--- src/rtl/sync_fifo_param_pkg.sv ---
// Shared defaults, depth helper and operation encoding for the parametrised FIFO.
package sync_fifo_param_pkg;

  localparam int unsigned FIFO_DATA_W_DEF = 8;
  localparam int unsigned FIFO_ADDR_W_DEF = 3;
  localparam int unsigned FIFO_MARGIN_DEF = 1;

  // Accepted operation in a cycle, encoded as {wr_ok, rd_ok}.
  typedef enum logic [1:0] {
    OP_IDLE = 2'b00,
    OP_RD   = 2'b01,
    OP_WR   = 2'b10,
    OP_RW   = 2'b11
  } fifo_op_e;

  // Number of words addressed by an addr_w-bit RAM address.
  function automatic int unsigned fifo_depth(input int unsigned addr_w);
    return 32'd1 << addr_w;
  endfunction

endpackage : sync_fifo_param_pkg

--- src/rtl/fifo_ram_dp.sv ---
// Simple dual-port RAM: synchronous write port, synchronous registered read port.
// Ports:
//   clk      rising-edge clock
//   rst_     synchronous active-low reset (clears the read register only)
//   we_i     write enable; waddr_i/wdata_i sampled at the edge
//   re_i     read enable; rdata_o loads mem[raddr_i] at the edge, holds otherwise
// Read-during-write to the same address returns the old word.
module fifo_ram_dp
  import sync_fifo_param_pkg::*;
#(
  parameter int unsigned DATA_W = FIFO_DATA_W_DEF,
  parameter int unsigned ADDR_W = FIFO_ADDR_W_DEF
) (
  input  logic              clk,
  input  logic              rst_,
  input  logic              we_i,
  input  logic [ADDR_W-1:0] waddr_i,
  input  logic [DATA_W-1:0] wdata_i,
  input  logic              re_i,
  input  logic [ADDR_W-1:0] raddr_i,
  output logic [DATA_W-1:0] rdata_o
);

  localparam int unsigned DEPTH = fifo_depth(ADDR_W);

  logic [DATA_W-1:0] mem_q [DEPTH];
  logic [DATA_W-1:0] rdata_q;

  // Storage array; deliberately not reset.
  always_ff @(posedge clk) begin
    if (we_i) begin
      mem_q[waddr_i] <= wdata_i;
    end
  end

  // Registered read port; holds its value when no read is issued.
  always_ff @(posedge clk) begin
    if (!rst_) begin
      rdata_q <= '0;
    end else if (re_i) begin
      rdata_q <= mem_q[raddr_i];
    end
  end

  assign rdata_o = rdata_q;

endmodule : fifo_ram_dp

--- src/rtl/sync_fifo_param.sv ---
// Parametrised single-clock FIFO over a simple dual-port RAM.
// Ports:
//   clk, rst_        clock, synchronous active-low reset
//   wr_, rd_         active-low write / read requests
//   data_in          write data, sampled when the write is accepted
//   data_out         registered read data, valid the cycle after the accepting edge
//   full, empty      occupancy == DEPTH / occupancy == 0
//   almost_full      count >= DEPTH-AF_MARGIN
//   almost_empty     count <= AE_MARGIN
//   count            occupancy 0..DEPTH
//   overflow         one-cycle pulse after a rejected write
//   underflow        one-cycle pulse after a rejected read
// Every output comes from a register; nothing is combinational from wr_/rd_.
module sync_fifo_param
  import sync_fifo_param_pkg::*;
#(
  parameter int unsigned DATA_W    = FIFO_DATA_W_DEF,
  parameter int unsigned ADDR_W    = FIFO_ADDR_W_DEF,
  parameter int unsigned AF_MARGIN = FIFO_MARGIN_DEF,
  parameter int unsigned AE_MARGIN = FIFO_MARGIN_DEF
) (
  input  logic              clk,
  input  logic              rst_,
  input  logic              wr_,
  input  logic              rd_,
  input  logic [DATA_W-1:0] data_in,
  output logic [DATA_W-1:0] data_out,
  output logic              full,
  output logic              empty,
  output logic              almost_full,
  output logic              almost_empty,
  output logic [ADDR_W:0]   count,
  output logic              overflow,
  output logic              underflow
);

  localparam int unsigned DEPTH = fifo_depth(ADDR_W);
  localparam int unsigned CNT_W = ADDR_W + 1;

  localparam logic [CNT_W-1:0] AF_LEVEL = CNT_W'(DEPTH - AF_MARGIN);
  localparam logic [CNT_W-1:0] AE_LEVEL = CNT_W'(AE_MARGIN);

  // Pointers carry one extra wrap bit above the RAM address.
  logic [CNT_W-1:0] wr_ptr_q, wr_ptr_d;
  logic [CNT_W-1:0] rd_ptr_q, rd_ptr_d;
  logic [CNT_W-1:0] count_q, count_d;
  logic             full_q, full_d;
  logic             empty_q, empty_d;
  logic             af_q, af_d;
  logic             ae_q, ae_d;
  logic             ovf_q, ovf_d;
  logic             udf_q, udf_d;

  logic             wr_ok_c;
  logic             rd_ok_c;
  fifo_op_e         op_c;

  // Accept logic, next pointers/count and next registered flags.
  always_comb begin
    wr_ptr_d = wr_ptr_q;
    rd_ptr_d = rd_ptr_q;
    count_d  = count_q;
    ovf_d    = 1'b0;
    udf_d    = 1'b0;

    // A read never falls through a same-cycle write on an empty FIFO.
    rd_ok_c = !rd_ && !empty_q;
    // At full, a write is accepted only alongside a read that frees a slot.
    wr_ok_c = !wr_ && (!full_q || rd_ok_c);
    op_c    = fifo_op_e'({wr_ok_c, rd_ok_c});

    if (wr_ok_c) begin
      wr_ptr_d = wr_ptr_q + CNT_W'(1);
    end
    if (rd_ok_c) begin
      rd_ptr_d = rd_ptr_q + CNT_W'(1);
    end

    case (op_c)
      OP_WR:   count_d = count_q + CNT_W'(1);
      OP_RD:   count_d = count_q - CNT_W'(1);
      default: count_d = count_q;
    endcase

    full_d  = (wr_ptr_d[ADDR_W] != rd_ptr_d[ADDR_W]) &&
              (wr_ptr_d[ADDR_W-1:0] == rd_ptr_d[ADDR_W-1:0]);
    empty_d = (wr_ptr_d == rd_ptr_d);
    af_d    = (count_d >= AF_LEVEL);
    ae_d    = (count_d <= AE_LEVEL);

    ovf_d = !wr_ && full_q && !rd_ok_c;
    udf_d = !rd_ && empty_q;
  end

  // State and status registers.
  always_ff @(posedge clk) begin
    if (!rst_) begin
      wr_ptr_q <= '0;
      rd_ptr_q <= '0;
      count_q  <= '0;
      full_q   <= 1'b0;
      empty_q  <= 1'b1;
      af_q     <= 1'b0;
      ae_q     <= 1'b1;
      ovf_q    <= 1'b0;
      udf_q    <= 1'b0;
    end else begin
      wr_ptr_q <= wr_ptr_d;
      rd_ptr_q <= rd_ptr_d;
      count_q  <= count_d;
      full_q   <= full_d;
      empty_q  <= empty_d;
      af_q     <= af_d;
      ae_q     <= ae_d;
      ovf_q    <= ovf_d;
      udf_q    <= udf_d;
    end
  end

  // Reset also blocks the RAM ports so a write coinciding with reset is dropped.
  fifo_ram_dp #(
    .DATA_W (DATA_W),
    .ADDR_W (ADDR_W)
  ) u_ram (
    .clk     (clk),
    .rst_    (rst_),
    .we_i    (wr_ok_c && rst_),
    .waddr_i (wr_ptr_q[ADDR_W-1:0]),
    .wdata_i (data_in),
    .re_i    (rd_ok_c && rst_),
    .raddr_i (rd_ptr_q[ADDR_W-1:0]),
    .rdata_o (data_out)
  );

  assign full         = full_q;
  assign empty        = empty_q;
  assign almost_full  = af_q;
  assign almost_empty = ae_q;
  assign count        = count_q;
  assign overflow     = ovf_q;
  assign underflow    = udf_q;

endmodule : sync_fifo_param
--- config.mk ---
export PLATFORM = sky130hd
export DESIGN_NAME = sync_fifo_param
export DESIGN_NICKNAME = d
export VERILOG_FILES = /design/src/rtl/sync_fifo_param_pkg.sv /design/src/rtl/fifo_ram_dp.sv /design/src/rtl/sync_fifo_param.sv
export SDC_FILE = /design/constraint.sdc
export NUM_CORES = 1
export LEC_CHECK = 0
export ABC_AREA = 1
export BUFFER_PORTS_ARGS = -buffer_cell sky130_fd_sc_hd__buf_2
export CAP_MARGIN = 30
export CORE_MARGIN = 3
export CORE_UTILIZATION = 55
export CTS_CLUSTER_SIZE = 24
export DETAILED_ROUTE_END_ITERATION = 8
export PLACE_DENSITY = 0.75
export SLEW_MARGIN = 30
export SYNTH_ARGS = -nofsm -noshare
export SYNTH_HDL_FRONTEND = slang
export SYNTH_SLANG_ARGS = --single-unit
--- constraint.sdc ---
create_clock -name clk -period 2.8 [get_ports clk]
set_input_delay 0.28 -clock clk [delete_from_list [all_inputs] [get_ports clk]]
set_output_delay 0.28 -clock clk [all_outputs]
set_load 0.01 [all_outputs]
==> results of run 1 <==
worst max-delay path, delay by kind of cell, from the launching register on:
family / cells / cell delay (ns)
and+or+nand+nor: 4 / 0.33
buffers and inverters: 3 / 0.20
DFF: 1 / 0.47
AOI/OAI and AO/OA: 3 / 0.42
adders and majority gates: 2 / 0.55
state kept, by name, indices dropped and copies added (netlist names):
signal and cells:
u_ram.mem_q 64, u_ram.rdata_o 8, count 4, rd_ptr_q 4
wr_ptr_q 4, almost_empty 1, almost_full 1, empty 1
full 1, overflow 1, underflow 1
metal layers:
| layer | vias to the layer above | routed length [um] |
|---|---|---|
| met5 | - | 0 |
| met1 | 1233 | 3400 |
| met4 | 0 | 54 |
| met3 | 5 | 415 |
| met2 | 69 | 3340 |
| li1 | 1309 | - |
logic make-up (layout without fill, tap and decap cells):
group                    count (synthesis)  count (layout)  share of synthesized area [%]
AND/OR/NAND/NOR                        137             137                           15.6
flip-flops                              90              90                           64.1
AO/OA/AOI/OAI                           80              80                           11.6
buffers and inverters                   46              86                           5.42
XOR/XNOR                                 6               6                           1.58
adder cells (fa/ha/maj)                  5               5                           1.64
stage by stage:
step,utilization [%],instance area (um2),total power (uW)
floorplan,-,3810,1840
global route,65.2,4260,3040
global placement,61.9,4050,1960
CTS,65.2,4260,2910
detailed placement,61.9,4050,1970
finish,65.2,4260,2890
placed cells by master (no fill, tap or decap):
master / n
a21oi_1: 9
o21ai_4: 1
inv_4: 1
dfxtp_1: 26
clkbuf_1: 2
nand2_2: 6
edfxtp_1: 64
nand4_2: 1
clkinvlp_4: 1
o21ai_0: 37
nand4_1: 1
or2_2: 1
o211ai_1: 8
nor3_1: 1
nand2_1: 40
nand2_4: 3
nor2_2: 1
clkbuf_8: 9
o21ai_1: 17
buf_4: 12
xor2_1: 4
bufinv_16: 2
inv_1: 25
o22ai_1: 8
nor2_1: 67
buf_2: 29
xor2_2: 1
inv_2: 3
nand3_1: 15
inv_6: 2
xnor2_1: 1
ha_1: 5
nor2_4: 1
power breakdown:
part           total (uW)  internal (uW)  switching, uW
Combinational         415            149            266
Sequential           1530           1480           46.2
Clock                 951            510            441
cell usage after synthesis (2+ instances only):
master / number
inv_2: 3
nand3_1: 15
dfxtp_1: 26
buf_2: 10
inv_1: 25
nand2_1: 40
a21oi_1: 9
nor2_1: 67
nand2_4: 3
ha_1: 5
buf_4: 3
clkbuf_1: 2
o21ai_0: 37
xor2_1: 4
edfxtp_1: 64
o21ai_1: 17
o211ai_1: 8
o22ai_1: 8
nand2_2: 6
worst min path at each step:
| stage | cells after the start | endpoint | slack [ns] | from |
|---|---|---|---|---|
| 6_report | 2 | overflow | 0.10 | wr_ |
| 5_1_grt | 2 | overflow | 0.09 | wr_ |
| 4_1_cts | 2 | overflow | 0.09 | wr_ |
| 3_5_place_dp | 2 | overflow | 0.47 | wr_ |
| 3_3_place_gp | 2 | overflow | 0.48 | wr_ |
| 2_1_floorplan | 1 | underflow | 0.35 | rd_ |
layout make-up:
| class | count | area share [%] |
|---|---|---|
| clock buffers | 11 | 3.08 |
| clock inverters | 5 | 2.00 |
| inverters | 29 | 2.61 |
| multi-input cells | 228 | 27.2 |
| flip-flops and latches | 90 | 57.3 |
| well taps | 77 | 2.26 |
| repair buffers | 41 | 5.52 |
==> metrics, run 1 <==
Mapped Area 0.00381 mm2; R2R cell count 12; diodes inserted 0; Worst Tran Pin Value 0.777 ns; CP endpoint kind register; Critical R2R Launch empty; Clock Tree Buf Depth 2; wire length per cell 15.0 um; worst path required time 3.05 ns; post-synth top area cell edfxtp_1; clock-pin slew on the worst setup and hold paths 0.08 ns; drt via density 5.44; Hold-fix buffers, CTS 0; RSZ-0062 raised after global routing no; Post-route DRC 0; Routed WL 7200 um; Horiz. Die Dim 89.2 um; CTS Buf Count 9; die area 0.00796 mm2; Most Frequent Cell on Critical Path inv_1; overall routing resource usage 20.1%; Synth cell types 31; 1st-pass router iterations 4; Starting Density 58.3%; via count 2,616; Worst Skew 0.00723 ns; initial antenna violation count 0; drt initial violations 200; Area Overhead vs Synth 11.9%; GPL Wtd Cong 0.841; Post-synth top flop edfxtp_1; placed insts 465; crit start category register; synth top area cells edfxtp_1 (50%), dfxtp_1 (14%), nor2_1 (6.6%); post-synthesis cell count 364; CP arrival 2.32 ns; post-route setup slack 0.728 ns; first-pass GRT wire length 11,800 um; worst hold slack 0.103 ns; CTS tree yes; sequential-to-total area share from yosys stat 64.1%; worst skew pair latency 0.35 ns; final setup fails 0; Final period util 74.0%; CP max stage cell dfxtp_1; met3 GRT Util 6.45%; dpl ws 0.689 ns; status finished clean; Critical Path End almost_empty; post-synth top area share 50.5%; num ports 30; reg2reg setup slack 0.73 ns; pin count of the biggest net entering global routing 34; FP Rows 29; global-route layer with the greatest usage met2; # Max-Cap Violations 0; Yosys Warn Count 0; proportion of layout cells with a drive suffix above 1 18.3%; EDFF count, synth 64; Syn Nets 381; post-CTS setup buffers 0; fin nets 416; synthesized flop and latch total 90; die extent in y 89.2 um; Max IR drop VDD 0.479 mV; Mean Syn Cell Area 10.5 um2; dpl hpwl 5100 um; GRT met2 Usage 31.4%; total grt overflow 0; Critical R2R Capture almost_empty; setup TNS 0 ns; met1 usage 27.5%; minimum clock period after layout 2.07 ns; Setup crit start empty; Finished Layout Cells 481; FF/Latch Area 0.00244 mm2; CP max FO 8; Clock Root Buffer clkbuf_8; number of gates resized after cts 0; core area 0.00653 mm2; final hold viol count 0; Pleak 0.00170 uW; fin. max-slew vios 0; clk sinks 90; Fillers 505; port bufs 29; Max stage delay on crit path 0.47 ns; crit path cell chain o21ai_4 -> nand2_4 -> ha_1 -> nand2_1 -> inv_1 -> nor2_2 -> ha_1 -> inv_1 -> o21ai_0 -> inv_1 -> o21ai_0 -> nor2_1; vias in the first global route 2,446; multi-input logic area 0.00116 mm2; DRT antenna net count 0; Fmax 483 MHz; Setup CP Type reg2reg; Async SR Flop Fraction 0%; Hold/Removal Path Class in2reg; H-tree levels 3; PwrDens 679 mW/mm2; relative slew slack 48.1%
Power figures use the tool's default switching activity.
==> run 2: changes to the inputs <==
- CORE_UTILIZATION: 55 -> 53
- PLACE_DENSITY: 0.75 -> 0.76
- clock period: 2.8 -> 1.7 ns (I/O delays scaled with it)
==> metrics, run 2 (same netlist as run 1, synthesis figures left out) <==
status complete, but fails checks; failing checks negative setup slack; clock-pin slew on the worst setup and hold paths 0.09 ns (about the same); dpl hpwl 5200 um (+1.9%); Starting Density 55.4% (-2.9 points); CTS Buf Count 9 (unchanged); pin count of the biggest net entering global routing 34 (unchanged); crit path cell chain o21ai_4 -> nand2_4 -> ha_4 -> buf_6 -> xor2_2 -> nand3_1 -> nand2_1 -> nand2_1 -> nand3_2 -> nand2_2 -> inv_2 -> nor2_1; via count 2,707 (+3.5%); fin nets 427 (+2.6%); RSZ-0062 raised after global routing yes; Biggest register u_ram.mem_q; Final Util 64.4% (-0.80 points); Routed WL 7660 um (+6.3%); total grt overflow 0 (unchanged); final hold viol count 0 (unchanged); setup TNS -0.0291 ns (-0.0291 ns); Horiz. Die Dim 90.8 um (+1.7%); Max IR drop VDD 0.587 mV (+23%); Worst Hold End underflow; vias in the first global route 2,502 (+2.3%); Fmax 581 MHz (+20%); WP buf/inv 2 (-1); most common cell after layout, fill and taps aside edfxtp_1; worst skew pair latency 0.36 ns (about the same); Clock Tree Buf Depth 2 (unchanged); CP endpoint kind register; Worst Tran Pin Value 0.349 ns (-0.428 ns); diodes inserted 0 (unchanged); CP max stage cell dfxtp_4; P_sw 1340 uW (+77%); Critical R2R Capture almost_empty; Clock Power Share 28.7% (-4.2 points); Worst Skew 0.00917 ns (+0.00194 ns); Max stage delay on crit path 0.38 ns (-0.09 ns); CP arrival 1.99 ns (-0.33 ns); core area 0.00687 mm2 (+5.2%); Most Frequent Cell on Critical Path nand2_1; die area 0.00824 mm2 (+3.5%); Area Overhead vs Synth 16.2%; max FFs per register 64 (unchanged); DRT antenna net count 0 (unchanged); commonest cells after routing, fill and taps aside edfxtp_1 (64), nor2_1 (62), nand2_1 (37); wire length per cell 15.0 um (about the same); Worst Hold Path Cells 2 (unchanged); first-pass GRT wire length 12,100 um (+2.6%); PwrDens 1040 mW/mm2 (+54%); # Max-Cap Violations 0 (unchanged); post-route setup slack -0.0222 ns (-0.750 ns); Hold/Removal Path Class in2reg; FP Rows 30 (+3.4%); drt via density 5.30 (-2.6%); min-delay src rd_; internal power 3280 uW (+53%); overall routing resource usage 18.8% (-1.2 points); Setup CP Type reg2reg; Top delay family on crit path simple AND/OR/NAND/NOR gates; GPL Wtd Cong 0.863 (+2.6%); num ports 30 (unchanged); clk sinks 90 (unchanged); Clock Root Buffer clkbuf_8; crit start category register; drt initial violations 181 (-9.5%); initial antenna violation count 0 (unchanged); H-tree levels 3 (unchanged); R2R cell count 12 (unchanged); fin. max-slew vios 0 (unchanged); port bufs 29 (unchanged); 1st-pass router iterations 4 (unchanged); die extent in y 90.8 um (+1.7%); relative slew slack 76.7% (+29 points); Flop pwr share 54.5% (+1.7 points); Fillers 551 (+9.1%); Net Sw Frac 29.0% (+2.9 points); minimum clock period after layout 1.72 ns (-0.350 ns); Final period util 101% (+27 points); CP max FO 3 (-5); Pleak 0.00175 uW (+2.8%); Critical R2R Launch empty; final setup fails 2 (+2); CTS tree yes; worst path required time 1.97 ns (-1.08 ns); combinational share of power 16.7% (+2.4 points); Post-route DRC 0 (unchanged); proportion of layout cells with a drive suffix above 1 24.3% (+6.0 points); reg2reg setup slack -0.02 ns (-0.75 ns)
## run 2: cell types whose count changed in the layout (fill, tap and decap cells not counted), moves of 2 or more
cell       previous run  this run
buf_4                12        19
nor2_1               67        62
o21ai_0              37        32
o21ai_1              17        22
buf_6                 0         3
nand2_1              40        37
nand2_2               6         9
nand3_1              15        12
nand3_2               0         3
nor2_4                1         4
bufinv_16             2         0
ha_1                  5         3
ha_4                  0         2
nor2_2                1         3
## run 2: metal layers
layer	GRT usage, %	up-vias	routed length, um
li1	-	1330	-
met1	25.8	1284	3390
met2	28.4	85	3730
met3	5.42	8	454
met4	7.41	0	85
met5	0	-	0
## run 2: worst register-to-register path, cell delays in order, from the launching register on
cell and delay, ns:
dfxtp_4 0.38, o21ai_4 0.18, nand2_4 0.08, ha_4 0.18, buf_6 0.13, xor2_2 0.19
nand3_1 0.13, nand2_1 0.09, nand2_1 0.06, nand3_2 0.06, nand2_2 0.06, inv_2 0.05
nor2_1 0.03
## run 2: worst max path at each step
stage	from	to	depth (start not counted)
3_3_place_gp	empty	almost_full	10
2_1_floorplan	empty	almost_empty	14
4_1_cts	empty	almost_empty	8
3_5_place_dp	empty	almost_empty	12
5_1_grt	empty	almost_empty	11
6_report	empty	almost_empty	12
## run 2: metrics by stage
stage	area [um2]	total power (uW)	setup WS [ns]	cells	hold slack [ns]
global route	4430	4850	-0.144	511	0.0507
detailed placement	4150	3270	-0.00838	492	0.350
global placement	4150	3250	0.0366	492	0.349
finish	4430	4610	-0.0222	511	0.0724
floorplan	3840	3050	-0.220	364	0.242
CTS	4350	4600	0.00683	510	0.0615
## run 2: layout make-up
class	instances	area, um2	share of cell area [%]
multi-input cells	228	1240	28.1
clock inverters	6	47.5	1.07
inverters	29	111	2.52
well taps	96	120	2.71
clock buffers	10	128	2.88
repair buffers	52	332	7.49
flip-flops and latches	90	2450	55.3
## run 2: repair_timing
action                                 4_1_cts  5_1_grt
setup endpoints to repair                    1       68
hold buffers                                 1        0
buffers inserted                             1        1
endpoints found under the hold margin        1        0
gates resized for setup                      3       20
pin swaps                                    1        8
## run 2: power groups by stage
stage          registers [uW]  logic (uW)  clock network [uW]
6_report                 2520         773                1330
5_1_grt                  2530         862                1460
4_1_cts                  2510         734                1360
3_5_place_dp             2560         716                   0
3_3_place_gp             2550         693                   0
2_1_floorplan            2570         481                   0
